$ cat src/rtl/uart_rx_os_pkg.sv
// uart_rx_os shared types and constants.
// Frame states, parity modes, default rates and the tick divider.
package uart_rx_os_pkg;

  typedef enum logic [2:0] {
    RX_IDLE,
    RX_START,
    RX_DATA,
    RX_PARITY,
    RX_STOP
  } rx_state_t;

  localparam int PARITY_NONE = 0;
  localparam int PARITY_EVEN = 1;
  localparam int PARITY_ODD  = 2;

  localparam int DEF_CLK_FREQ   = 50_000_000;
  localparam int DEF_BAUD_RATE  = 9600;
  localparam int DEF_OVERSAMPLE = 16;

  function automatic int os_div(
    input int clk_freq,
    input int baud,
    input int os
  );
    return clk_freq / (baud * os);
  endfunction

endpackage

$ cat src/rtl/uart_os_tick.sv
// Oversample tick divider: 1-cycle strobe every DIV clocks.
// clr restarts the count so the phase follows the caller.
module uart_os_tick #(
  parameter int DIV = 325
) (
  input  logic clk,
  input  logic rst_n,
  input  logic clr,
  output logic tick
);

  localparam int W = (DIV > 1) ? $clog2(DIV) : 1;
  localparam logic [W-1:0] LAST = W'(DIV - 1);

  logic [W-1:0] cnt;

  // free-running divider, synchronously restartable
  always_ff @(posedge clk or negedge rst_n) begin
    if (!rst_n)
      cnt <= '0;
    else if (clr || cnt == LAST)
      cnt <= '0;
    else
      cnt <= cnt + 1'b1;
  end

  assign tick = (cnt == LAST);

endmodule

$ cat src/rtl/uart_rx_os.sv
// Oversampling UART receiver with majority vote and false-start reject.
// Optional break detect: define UART_RX_BREAK_DET_EN.
module uart_rx_os
  import uart_rx_os_pkg::*;
#(
  parameter int CLK_FREQ    = DEF_CLK_FREQ,
  parameter int BAUD_RATE   = DEF_BAUD_RATE,
  parameter int OVERSAMPLE  = DEF_OVERSAMPLE,
  parameter int DATA_BITS   = 8,
  parameter int STOP_BITS   = 1,
  parameter int PARITY_MODE = PARITY_NONE
) (
  input  logic                 clk,
  input  logic                 rst_n,
  input  logic                 rx,
  output logic [DATA_BITS-1:0] rx_data,
  output logic                 rx_valid,
  input  logic                 rx_ready,
  output logic                 rx_perr,
  output logic                 rx_ferr,
  output logic                 rx_overrun,
`ifdef UART_RX_BREAK_DET_EN
  output logic                 rx_break,
`endif
  output logic                 rx_busy
);

  localparam int DIV = os_div(CLK_FREQ, BAUD_RATE, OVERSAMPLE);
  localparam int MID = OVERSAMPLE / 2;
  localparam int OSW = $clog2(OVERSAMPLE);
  localparam logic [OSW-1:0] OS_DEC  = OSW'(MID + 1);
  localparam logic [OSW-1:0] OS_LAST = OSW'(OVERSAMPLE - 1);
  localparam logic [3:0] BITS_N = 4'(DATA_BITS);
  localparam logic STOP_LAST = 1'(STOP_BITS - 1);

  rx_state_t state, state_d;

  logic s1, s2, rx_prev;
  logic rx_s, fall;
  logic [2:0] samp;
  logic vote, tick, clr;
  logic dec, fin, wrap;
  logic frame_end, brk_now;
  logic last_stop, par_x, os_hold_rst;
  logic [OSW-1:0] os_cnt;
  logic [3:0] bit_cnt;
  logic stop_cnt;
  logic [DATA_BITS-1:0] shreg;
  logic perr_f, ferr_f;

`ifdef UART_RX_BREAK_DET_EN
  logic brk_hold, par_bit, is_brk;
`endif

  uart_os_tick #(.DIV(DIV)) u_tick (
    .clk  (clk),
    .rst_n(rst_n),
    .clr  (clr),
    .tick (tick)
  );

  assign rx_s = s2;
  assign fall = rx_prev & ~rx_s;
  assign vote = (samp[2] & samp[1]) |
                (samp[2] & samp[0]) |
                (samp[1] & samp[0]);
  assign wrap = tick && (os_cnt == OS_LAST);
  assign last_stop = (stop_cnt == STOP_LAST);
  assign par_x = vote ^ (^shreg);
  assign rx_busy = (state != RX_IDLE);

`ifdef UART_RX_BREAK_DET_EN
  assign is_brk = !stop_cnt && !vote &&
                  (shreg == '0) &&
                  ((PARITY_MODE == PARITY_NONE) || !par_bit);
  assign os_hold_rst = brk_hold && !rx_s;
`else
  assign os_hold_rst = 1'b0;
`endif

  // synchroniser, edge history and tick-sample window
  always_ff @(posedge clk or negedge rst_n) begin
    if (!rst_n) begin
      s1      <= 1'b1;
      s2      <= 1'b1;
      rx_prev <= 1'b1;
      samp    <= 3'b111;
    end else begin
      s1      <= rx;
      s2      <= s1;
      rx_prev <= s2;
      if (tick)
        samp <= {samp[1:0], rx_s};
    end
  end

  // state register
  always_ff @(posedge clk or negedge rst_n) begin
    if (!rst_n)
      state <= RX_IDLE;
    else
      state <= state_d;
  end

  // next state and frame control strobes
  always_comb begin
    state_d   = state;
    clr       = 1'b0;
    frame_end = 1'b0;
    brk_now   = 1'b0;
    unique case (state)
      RX_IDLE: begin
        if (fall) begin
          state_d = RX_START;
          clr     = 1'b1;
        end
      end
      RX_START: begin
        if (dec && vote)
          state_d = RX_IDLE;
        else if (wrap)
          state_d = RX_DATA;
      end
      RX_DATA: begin
        if (wrap && bit_cnt == BITS_N)
          state_d = (PARITY_MODE != PARITY_NONE) ?
                    RX_PARITY : RX_STOP;
      end
      RX_PARITY: begin
        if (wrap)
          state_d = RX_STOP;
      end
      RX_STOP: begin
`ifdef UART_RX_BREAK_DET_EN
        if (brk_hold) begin
          if (tick && rx_s && os_cnt == OS_LAST)
            state_d = RX_IDLE;
        end else if (dec && is_brk) begin
          brk_now = 1'b1;
        end else if (dec && last_stop) begin
          frame_end = 1'b1;
          state_d   = RX_IDLE;
        end
`else
        if (dec && last_stop) begin
          frame_end = 1'b1;
          state_d   = RX_IDLE;
        end
`endif
      end
      default: state_d = RX_IDLE;
    endcase
  end

  // bit timing, data shift and per-frame error capture
  always_ff @(posedge clk or negedge rst_n) begin
    if (!rst_n) begin
      os_cnt   <= '0;
      bit_cnt  <= '0;
      stop_cnt <= 1'b0;
      shreg    <= '0;
      perr_f   <= 1'b0;
      ferr_f   <= 1'b0;
      dec      <= 1'b0;
      fin      <= 1'b0;
`ifdef UART_RX_BREAK_DET_EN
      brk_hold <= 1'b0;
      par_bit  <= 1'b0;
`endif
    end else begin
      dec <= tick && (os_cnt == OS_DEC) &&
             (state != RX_IDLE);
      fin <= frame_end;
      if (clr) begin
        os_cnt   <= '0;
        bit_cnt  <= '0;
        stop_cnt <= 1'b0;
        perr_f   <= 1'b0;
        ferr_f   <= 1'b0;
`ifdef UART_RX_BREAK_DET_EN
        brk_hold <= 1'b0;
        par_bit  <= 1'b0;
`endif
      end else begin
        if (tick && state != RX_IDLE) begin
          if (os_cnt == OS_LAST || os_hold_rst)
            os_cnt <= '0;
          else
            os_cnt <= os_cnt + 1'b1;
        end
`ifdef UART_RX_BREAK_DET_EN
        if (brk_now) begin
          os_cnt   <= '0;
          brk_hold <= 1'b1;
        end
`endif
        if (dec && state == RX_DATA) begin
          shreg   <= {vote, shreg[DATA_BITS-1:1]};
          bit_cnt <= bit_cnt + 4'd1;
        end
        if (dec && state == RX_PARITY) begin
          perr_f <= (PARITY_MODE == PARITY_ODD) ?
                    ~par_x : par_x;
`ifdef UART_RX_BREAK_DET_EN
          par_bit <= vote;
`endif
        end
`ifdef UART_RX_BREAK_DET_EN
        if (dec && state == RX_STOP && !brk_hold) begin
`else
        if (dec && state == RX_STOP) begin
`endif
          if (!vote)
            ferr_f <= 1'b1;
          stop_cnt <= stop_cnt + 1'b1;
        end
      end
    end
  end

  // output word register with handshake and overrun
  always_ff @(posedge clk or negedge rst_n) begin
    if (!rst_n) begin
      rx_data    <= '0;
      rx_valid   <= 1'b0;
      rx_perr    <= 1'b0;
      rx_ferr    <= 1'b0;
      rx_overrun <= 1'b0;
    end else begin
      rx_overrun <= 1'b0;
      if (fin) begin
        if (!rx_valid || rx_ready) begin
          rx_data  <= shreg;
          rx_perr  <= perr_f;
          rx_ferr  <= ferr_f;
          rx_valid <= 1'b1;
        end else begin
          rx_overrun <= 1'b1;
        end
      end else if (rx_valid && rx_ready) begin
        rx_valid <= 1'b0;
      end
    end
  end

`ifdef UART_RX_BREAK_DET_EN
  // one-cycle break indication
  always_ff @(posedge clk or negedge rst_n) begin
    if (!rst_n)
      rx_break <= 1'b0;
    else
      rx_break <= brk_now;
  end
`endif

endmodule

$ cat config.mk
export PLATFORM = sky130hd
export DESIGN_NAME = uart_rx_os
export DESIGN_NICKNAME = d
export VERILOG_FILES = /design/src/rtl/uart_rx_os_pkg.sv /design/src/rtl/uart_os_tick.sv /design/src/rtl/uart_rx_os.sv
export SDC_FILE = /design/constraint.sdc
export NUM_CORES = 1
export LEC_CHECK = 0
export BUFFER_PORTS_ARGS = -buffer_cell sky130_fd_sc_hd__buf_2
export CAP_MARGIN = 10
export CELL_PAD_IN_SITES_DETAIL_PLACEMENT = 1
export CELL_PAD_IN_SITES_GLOBAL_PLACEMENT = 2
export CORE_MARGIN = 8
export CORE_UTILIZATION = 41
export CTS_BUF_LIST = sky130_fd_sc_hd__clkbuf_16
export CTS_CLUSTER_DIAMETER = 60
export DETAILED_ROUTE_END_ITERATION = 16
export GPL_TIMING_DRIVEN = 0
export PLACE_DENSITY = 0.85
export SETUP_SLACK_MARGIN = 0.5
export SLEW_MARGIN = 20
export SYNTH_ARGS = -nofsm -noshare
export SYNTH_HDL_FRONTEND = slang
export SYNTH_HIERARCHICAL = 1
export SYNTH_SLANG_ARGS = --single-unit
$ cat constraint.sdc
create_clock -name clk -period 2.21 [get_ports clk]
set_input_delay 0.442 -clock clk [delete_from_list [all_inputs] [get_ports clk]]
set_output_delay 0.442 -clock clk [all_outputs]
set_load 0.02 [all_outputs]
==> out/summary.md, run 1 <==
Following the worst setup path forward leads to its endpoint at os_cnt[3]. After clock tree synthesis, the clock-pin slew on the worst setup and hold paths is 0.06 ns. The worst pin sits at a relative slew slack of 56.8%. Combinational cell fraction of total power: 21.4%. From left edge to right edge, the die measures 91.4 um.

The logs give 0 for the number of max-slew violations in the final report and 2330 um2 for the cell area after technology mapping. The tools report the proportion of synthesized chip area in sequential cells as 55.1%. Of all nets on the critical path, the largest fanout is 5. At the end of routability-driven placement, the weighted congestion stood at 0.732. The H-tree depth was 2. The post-detailed-route wirelength per cell came out at 15.9 um. The number of antenna diodes in the final layout is 0. By area, the combinational part of the netlist is dominated by simple AND/OR/NAND/NOR gates. The run gives 8000 um as the first-pass GRT wire length. The final layout contains routed wiring with a total length of 4700 um. The first detailed-routing pass took 5 iterations. After Yosys synthesis, full adders, half adders and majority gates account for 3.71% of the synthesized area.

Setup repair after global routing could not meet its margin everywhere. The number of clock buffers inserted by TritonCTS was 5; the worst-skew pair later-pin latency was 0.28 ns. The tools report the detailed placer's ending HPWL as 3060 um. In this run the mean area of a mapped cell was 12.2 um2. Dividing the detail-routed via count by the number of cells gives 5.08. Clock share of power: 30.9%. The min-delay analysis places its worst path in the category input port to asynchronous set/reset pin. Required time of the critical path: 2.43 ns. The tree built by TritonCTS fans out to 51 sinks. The Yosys step of the flow raised 6 warnings. STA classifies the critical path endpoint as a register.

For this configuration, the core starts out at a cell density of 42.3%. Traced cell by cell, the critical path runs through inv_2 -> ha_4 -> nand2_4 -> nor4_4 -> buf_4 -> buf_4 -> buf_6 -> nand3_2 -> or3_4 -> a21oi_2. The most used flip-flop cell after synthesis is sky130_fd_sc_hd__dfrtp_1.

The tools report the total negative slack for setup checks as 0 ns. For this run, the post-layout net count is 233. The flow ran to the end, and the final reports show no timing, DRC or antenna violations.

The tools report the peak supply drop as 0.521 mV. TritonCTS built the clock tree. The proportion of register bits with asynchronous set or reset after synthesis is 100%, and the delay contributed by the slowest stage of the critical path is 0.39 ns. The run gives 17 as the count of boundary I/O pins.

The critical path contains buffers and inverters numbering 4 combined. For the pin with the worst max-slew slack, the measured transition is 0.648 ns. Largest net degree at the start of global routing: 52.

The tools report the via count of the first global-routing pass as 1,602. The critical path in this run is classified as register to register. The number of I/O port buffers was 16; the filler cell count in the final layout was 580. STA classifies the critical path startpoint as a register. The die covers 8350 um2. The first routing iteration left 66 violations. Across all register-to-register paths, the minimum setup slack is 0.36 ns. Yosys mapped a number of flops with a built-in enable equal to 0. The analysis attributes to net switching a power of 699 uW.

Max-cap violations in this run came to 0. In this run switching power makes up 29.5% of total power. For the clock tree buffer depth, the log shows 2. For the hold buffer count at CTS, the log shows 0.

In this run, flip-flops and latches consume 47.7% of the power. The clock arrives with 0.00566 ns of skew. Global routing finished with a remaining overflow of 0.

Library cell occupying the most area in the post-synthesis netlist: sky130_fd_sc_hd__dfrtp_1. The net count after synthesis was 201. The tree is rooted in a sky130_fd_sc_hd__clkbuf_16. Synthesis inferred 51 register bits.

Across every metal layer, demand over resource in global routing totals 11.8%. The critical path runs through a total of 10 cells. The count of nets left with antenna violations after detail routing was 0; the final critical delay including setup and external delays was 1.85 ns. The floorplan has 27 rows. Layout overhead on the synthesized area: 20.4%.

In this run the worst setup path begins at u_tick/cnt[0]. The portion of netlist area occupied by mux cells works out to 11.3%. The tools report the setup-violating endpoint count in the final report as 0. For this run, the top clock speed supported by timing is 0.541 GHz. The startpoint of the worst register-to-register path is u_tick/cnt[0].

Summing the areas of all compound-gate instances in the mapped netlist gives 6.77% of the synthesized area. After synthesis, the largest area contributor takes up 48.4% of total cell area. For the number of distinct library cells after synthesis, the log shows 48.

The core region is 5510 um2. The routed layout has 1,500 vias. The run gives 50.9% as the end-of-flow core utilization.

After Yosys synthesis, and, or, nand and nor cells account for 14.3% of the synthesized area. In this design, the largest share of critical-path delay is due to simple AND/OR/NAND/NOR gates. For the worst setup path, the data arrival time is 2.06 ns. Among the stages of the critical path, the cell type that occurs most often is sky130_fd_sc_hd__buf_4. Power spread over the standard cell area amounts to 845 nW/um2. For this run, design rule violations remaining after detail routing come to 0. Cells with a size suffix above 1 make up 38.1% of the layout. Counting cells, the worst reg-to-reg path comes to 10. Synthesis produced 191 cells. Of the available clock period, the critical path in the final layout requires 83.7%. The worst register-to-register path ends at os_cnt[3].

Among all stages on the critical path, the largest delay is contributed by sky130_fd_sc_hd__dfrtp_1. The logs give 1670 uW for the cell-internal power and 0.00132 uW for the leakage power summed over all cells. The synthesized netlist devotes 5.86% of its cell area to XOR and XNOR gates.

For the number of antenna violations at the first check in global routing, the log shows 0. The final number of hold-violating endpoints was 0; the chip height was 91.4 um. Ranked by total cell area, the synthesized netlist is headed by sky130_fd_sc_hd__dfrtp_1 (48%), sky130_fd_sc_hd__mux2_2 (10%), sky130_fd_sc_hd__dfstp_2 (6.8%).
==> layer usage <==
metal | routed length, um | GRT usage [%] | share of wire (%) | vias to the layer above
met5 | 0 | 0 | 0 | -
met4 | 54 | 3.68 | 1.1 | 0
met3 | 120 | 3.21 | 2.6 | 5
met2 | 2410 | 19.7 | 51 | 12
met1 | 2110 | 14.5 | 45 | 759
li1 | - | - | - | 724
==> cells in the mapped netlist (6+ instances only) <==
cell type / count
sky130_fd_sc_hd__dfrtp_1: 45
sky130_fd_sc_hd__mux2_2: 21
sky130_fd_sc_hd__nand2_1: 12
sky130_fd_sc_hd__nor2_1: 12
sky130_fd_sc_hd__nand3_1: 9
sky130_fd_sc_hd__inv_1: 8
sky130_fd_sc_hd__o21ai_0: 7
sky130_fd_sc_hd__xnor2_1: 7
sky130_fd_sc_hd__dfstp_2: 6
sky130_fd_sc_hd__ha_1: 6
sky130_fd_sc_hd__xor2_1: 6
==> registers in the layout, summed over array words and instances (netlist names) <==
name        flops
u_tick/cnt      9
rx_data         8
shreg           8
bit_cnt         4
os_cnt          4
samp            3
state           3
dec             1
ferr_f          1
fin             1
perr_f          1
rx_ferr         1
rx_overrun      1
rx_perr         1
rx_prev         1
rx_s            1
rx_valid        1
s1              1
stop_cnt        1
==> final cells by class <==
class                      count  area [um2]  area share [%]
buffer                         4        31.3            1.12
clock buffer                   5         125            4.46
clock inverter                 2        12.5           0.446
inverter                      10        42.5            1.52
multi-input combinational    126        1060            37.8
sequential                    51        1280            45.8
tap                           72        90.1            3.21
timing repair buffer          25         158            5.62
==> how the worst min path moves through the flow <==
stage,startpoint,endpoint,slack (ns),cells past startpoint
after floorplan,rst_n,bit_cnt[0],0.15,0
after global placement,s1,rx_s,0.35,0
after global routing,rst_n,os_cnt[1],0.23,1
after CTS,rst_n,os_cnt[3],0.21,1
final,rst_n,os_cnt[1],0.18,1
after detailed placement,s1,rx_s,0.35,0
==> cells in the final DEF (no fill, tap or decap), drive strengths merged, types with 2 or more instances in the layout <==
cell type and instances:
ha 6, clkinv 2, nand3 9, inv 10
nor3b 2, a21oi 6, or3 5, xnor2 7
dfrtp 45, nand2b 3, o21ai 9, xor2 6
nand2 12, nor2 13, mux2 23, buf 28
nor3 2, nand4 3, clkbuf 6, dfstp 6
nand3b 2
==> logic make-up after synthesis <==
group	Yosys count
AO/OA/AOI/OAI	22
XOR/XNOR	14
adder cells (fa/ha/maj)	7
buffers and inverters	14
flip-flops	51
multiplexers	23
AND/OR/NAND/NOR	60
==> worst reg2reg max path, cell delays in order (launching register included) <==
cell and delay, ns:
sky130_fd_sc_hd__dfrtp_1 0.39, sky130_fd_sc_hd__inv_2 0.07, sky130_fd_sc_hd__ha_4 0.14, sky130_fd_sc_hd__nand2_4 0.05
sky130_fd_sc_hd__nor4_4 0.20, sky130_fd_sc_hd__buf_4 0.15, sky130_fd_sc_hd__buf_4 0.11, sky130_fd_sc_hd__buf_6 0.12
sky130_fd_sc_hd__nand3_2 0.08, sky130_fd_sc_hd__or3_4 0.34, sky130_fd_sc_hd__a21oi_2 0.14
==> power groups by stage <==
stage | clock network, uW | registers [uW] | logic, uW
after global routing | 793 | 1150 | 569
after CTS | 757 | 1130 | 483
final | 731 | 1130 | 507
after detailed placement | 0 | 1150 | 400
after floorplan | 0 | 1120 | 311
after global placement | 0 | 1150 | 395
==> through the flow <==
step	cell area [um2]	instances	setup slack, ns	hold WS, ns	total power (uW)
after floorplan	2350	191	0.410	0.146	1430
after global placement	2520	279	0.196	0.346	1540
after detailed placement	2520	279	0.174	0.347	1550
after CTS	2730	293	0.273	0.210	2370
after global routing	2800	295	0.287	0.230	2510
final	2800	295	0.361	0.181	2370
==> what timing repair did <==
item,CTS,global route
buffers inserted,7,2
resized for setup,4,16
setup endpoints to repair,4,21
pin swaps,5,4
hold endpoints to repair,0,0
(Power assumes the default switching activity.)
==> run 2, diff against run 1 <==
CORE_UTILIZATION = 37   (was 41)
PLACE_DENSITY = 0.81   (was 0.85)
clock period = 1.7 ns   (was 2.21 ns; I/O delays follow)
==> run 2 against run 1 <==
Compared with the run above: the run now ends with negative setup slack left; register-to-register slack lost 0.60 ns; sequential power up 31%; fmax fell by 4.8%; clock-buffer cell count unchanged; critical endpoint is now state[1]; first-iteration DRC count down 39%; final area grew 7.6%; sequential share of layout area is 3.1 points lower; largest cell class unchanged; die area is 8.9% higher; clock skew barely moved; wire length rose by 6.8%.
==> out/summary.md, run 2 (synthesis gave the netlist of run 1 again) <==
The count of boundary I/O pins is 17 (unchanged), and the maximum clock frequency is 0.515 GHz (was 0.541 GHz). The final estimated routing congestion in global placement is 0.679 (was 0.732). The type of the most critical hold path is input port to asynchronous set/reset pin (unchanged). Most common library cell in the layout ignoring fill and taps: sky130_fd_sc_hd__dfrtp_1 (unchanged). The logs give 29 (was 27) for the cell row count and 0 (unchanged) for the reported max-cap violation count.

The number of I/O port buffers came out at 16 (unchanged). The post-detailed-route DRC marker count is 0 (unchanged). The pin slew with the least headroom to its limit was 0.646 ns (was 0.648 ns). The power density of the placed cells came out at 1170 nW/um2 (was 845 nW/um2). The cell at the root of the clock tree was sky130_fd_sc_hd__clkbuf_16 (unchanged). The clock tree buffer depth is 2 (unchanged). Cell chain of the critical path: nand4bb_4 -> nor4_4 -> buf_4 -> nand4_1 -> nand3b_1 -> o211ai_1 -> mux2_1 (was inv_2 -> ha_4 -> nand2_4 -> nor4_4 -> buf_4 -> buf_4 -> buf_6 -> nand3_2 -> or3_4 -> a21oi_2).

Total negative slack for setup checks: -1.20 ns (was 0 ns). The highest fanout seen on the critical path came out at 2 (was 5). The busiest metal layer after global routing is met2 (unchanged).

The placeable core region was 6200 um2 (was 5510 um2). The delay contributed by the slowest stage of the critical path came out at 0.39 ns (about the same). The run gives 625 (was 580) as the filler cell count in the final layout. The number of diodes is 0 (unchanged), and the final-stage net count is 240 (was 233). The total congestion overflow after global routing is 0 (unchanged), and the horizontal die dimension is 95.3 um (was 91.4 um). For the register-to-register path setup slack, the log shows -0.24 ns (was 0.36 ns).

The run finished, with violations left. For the peak supply drop, the log shows 0.505 mV (was 0.521 mV). The cell at the slowest stage of the critical path was sky130_fd_sc_hd__dfrtp_1 (unchanged). The final non-filler cell area is 3020 um2 (was 2800 um2), and the largest net degree at the start of global routing is 52 (unchanged). The tools report the leakage power summed over all cells as 0.00139 uW (was 0.00132 uW). The chip height is 95.3 um (was 91.4 um), and the flip-flop count of the largest register, all copies and words added is 9 (unchanged).

TritonCTS built the clock tree. Most frequent cells in the layout: sky130_fd_sc_hd__dfrtp_1 (43), sky130_fd_sc_hd__buf_2 (14), sky130_fd_sc_hd__nor2_1 (12) (was sky130_fd_sc_hd__dfrtp_1 (45), sky130_fd_sc_hd__mux2_2 (19), sky130_fd_sc_hd__buf_2 (16), sky130_fd_sc_hd__nor2_1 (12), sky130_fd_sc_hd__nand2_1 (10)). The run gives 51 (unchanged) as the clock sink count. The first-pass detailed-route iteration total came out at 4 (was 5). The number of max-slew violations in the final report is 0 (unchanged), and the total wire length after detailed routing is 5020 um (was 4700 um).

Startpoint of the worst register-to-register path: u_tick/cnt[5] (was u_tick/cnt[0]). Share of final-layout standard cells stronger than drive strength 1: 43.3% (was 38.1%). Required time of the critical path: 1.87 ns (was 2.43 ns).

The register name with the most flops is u_tick/cnt (unchanged). Largest regs: u_tick/cnt (9), rx_data (8), shreg (8) (unchanged). The met2 capacity usage during global routing was 18.1% (was 19.7%).

For the met1 track utilization from global routing, the log shows 14.5% (about the same). The tools report the kind of launch point of the worst setup path as a register (unchanged). The arrival time of data at the critical path endpoint was 2.11 ns (was 2.06 ns).

The via count of the first global-routing pass came out at 1,601 (was 1,602). The worst-case setup margin in the final layout was -0.243 ns (was 0.361 ns). Overall global routing resource usage: 11.3% (was 11.8%). The first-pass GRT wire length was 8090 um (was 8000 um); the setup-violating endpoint count in the final report was 9 (was 0). The run gives 9090 um2 (was 8350 um2) as the die footprint.

The H-tree depth came out at 2 (unchanged). The combined buffer and inverter count along the critical path was 1 (was 4). For the number of design-rule violations left by the first detailed-router iteration, the log shows 40 (was 66). The register clock-pin slew on the reported worst setup and hold paths is 0.07 ns (was 0.06 ns). The tools report the worst-skew pair later-pin latency as 0.28 ns (about the same). The hold buffer count at CTS was 0 (unchanged). The total vias in the final route came out at 1,544 (was 1,500). The layout overhead on the synthesized area came out at 29.6% (was 20.4%). The logs give 0 (unchanged) for the number of antenna violations at the first check in global routing and 3120 um (was 3060 um) for the detailed placer's ending HPWL. The count of nets left with antenna violations after detail routing came out at 0 (unchanged).

For the number of clock buffers inserted by TritonCTS, the log shows 5 (unchanged). The run gives 3.15% (was 3.21%) as the met3 capacity usage during global routing. For the final number of hold-violating endpoints, the log shows 0 (unchanged).

The final critical delay including setup and external delays came out at 1.94 ns (was 1.85 ns). Type of the worst setup path: register to register (unchanged). The tools report the kind of end point of the critical path as a register (unchanged).

Starting density of the core: 37.5% (was 42.3%). The relative slew slack was 56.9% (was 56.8%); the post-place instance area was 2590 um2 (was 2520 um2). The via density per instance is 5.01 (was 5.08). The checks that failed: negative setup slack.

The path depth of the worst reg2reg path works out to 7 (was 10). The post-route clock skew came out at 0.00527 ns (was 0.00566 ns). The critical path's top delay family is simple AND/OR/NAND/NOR gates (unchanged).

The post-detailed-route wirelength per cell was 16.3 um (was 15.9 um); the final clock period utilization by the worst path was 114% (was 83.7%). Setup repair after global routing could not meet its margin everywhere. The tools report the terminus of the critical flop-to-flop path as state[1] (was os_cnt[3]). The tools report the post-placement worst setup slack as -0.450 ns (was 0.174 ns).
## run 2: cell type report
class / instances / area (um2) / area share (%)
buffer: 4 / 35.0 / 1.16
clock buffer: 5 / 125 / 4.15
clock inverter: 3 / 67.6 / 2.24
inverter: 10 / 52.6 / 1.74
multi-input combinational: 127 / 1120 / 37.2
sequential: 51 / 1290 / 42.6
tap: 77 / 96.3 / 3.19
timing repair buffer: 31 / 230 / 7.63
## run 2: worst register-to-register path: stages, from the launching register on
cell                        delay [ns]
sky130_fd_sc_hd__dfrtp_1          0.39
sky130_fd_sc_hd__nand4bb_4        0.25
sky130_fd_sc_hd__nor4_4           0.25
sky130_fd_sc_hd__buf_4            0.17
sky130_fd_sc_hd__nand4_1          0.14
sky130_fd_sc_hd__nand3b_1         0.14
sky130_fd_sc_hd__o211ai_1         0.14
sky130_fd_sc_hd__mux2_1           0.35
## run 2: per-stage QoR
stage,utilization (%),total power (uW),hold slack (ns),cells
2_1_floorplan,-,1870,0.0444,191
3_3_place_gp,41.6,2020,0.346,284
3_5_place_dp,41.7,2030,0.351,284
4_1_cts,46.3,3470,0.109,301
5_1_grt,48.6,3730,0.130,308
6_report,48.6,3540,0.0790,308
## run 2: metal layers
metal  up-vias  routed length [um]  share of wire, %
li1        744                   -                 -
met2        16                2530                50
met1       779                2280                45
met4         0                  48              0.96
met5         -                   0                 0
met3         5                 158               3.1
## run 2: worst max path at each step
stage	startpoint	end	slack (ns)	cells after the start
2_1_floorplan	u_tick/cnt[7]	state[1]	-0.1	7
3_3_place_gp	u_tick/cnt[5]	state[1]	-0.42	7
3_5_place_dp	u_tick/cnt[0]	state[1]	-0.45	9
4_1_cts	u_tick/cnt[0]	state[1]	-0.30	9
5_1_grt	u_tick/cnt[5]	state[1]	-0.35	7
6_report	u_tick/cnt[5]	state[1]	-0.24	7
## run 2: report_power, final
part | switching, uW | leakage (uW) | internal (uW)
sequential | 153 | 0.000677 | 1330
combinational | 405 | 0.000620 | 393
clock | 425 | 0.0000900 | 842
## run 2: what timing repair did
action / in CTS / in global routing
setup buffers: 9 / 6
cloned: 0 / 1
gates resized for setup: 6 / 28
pin swaps: 5 / 7
setup endpoints to repair: 37 / 48
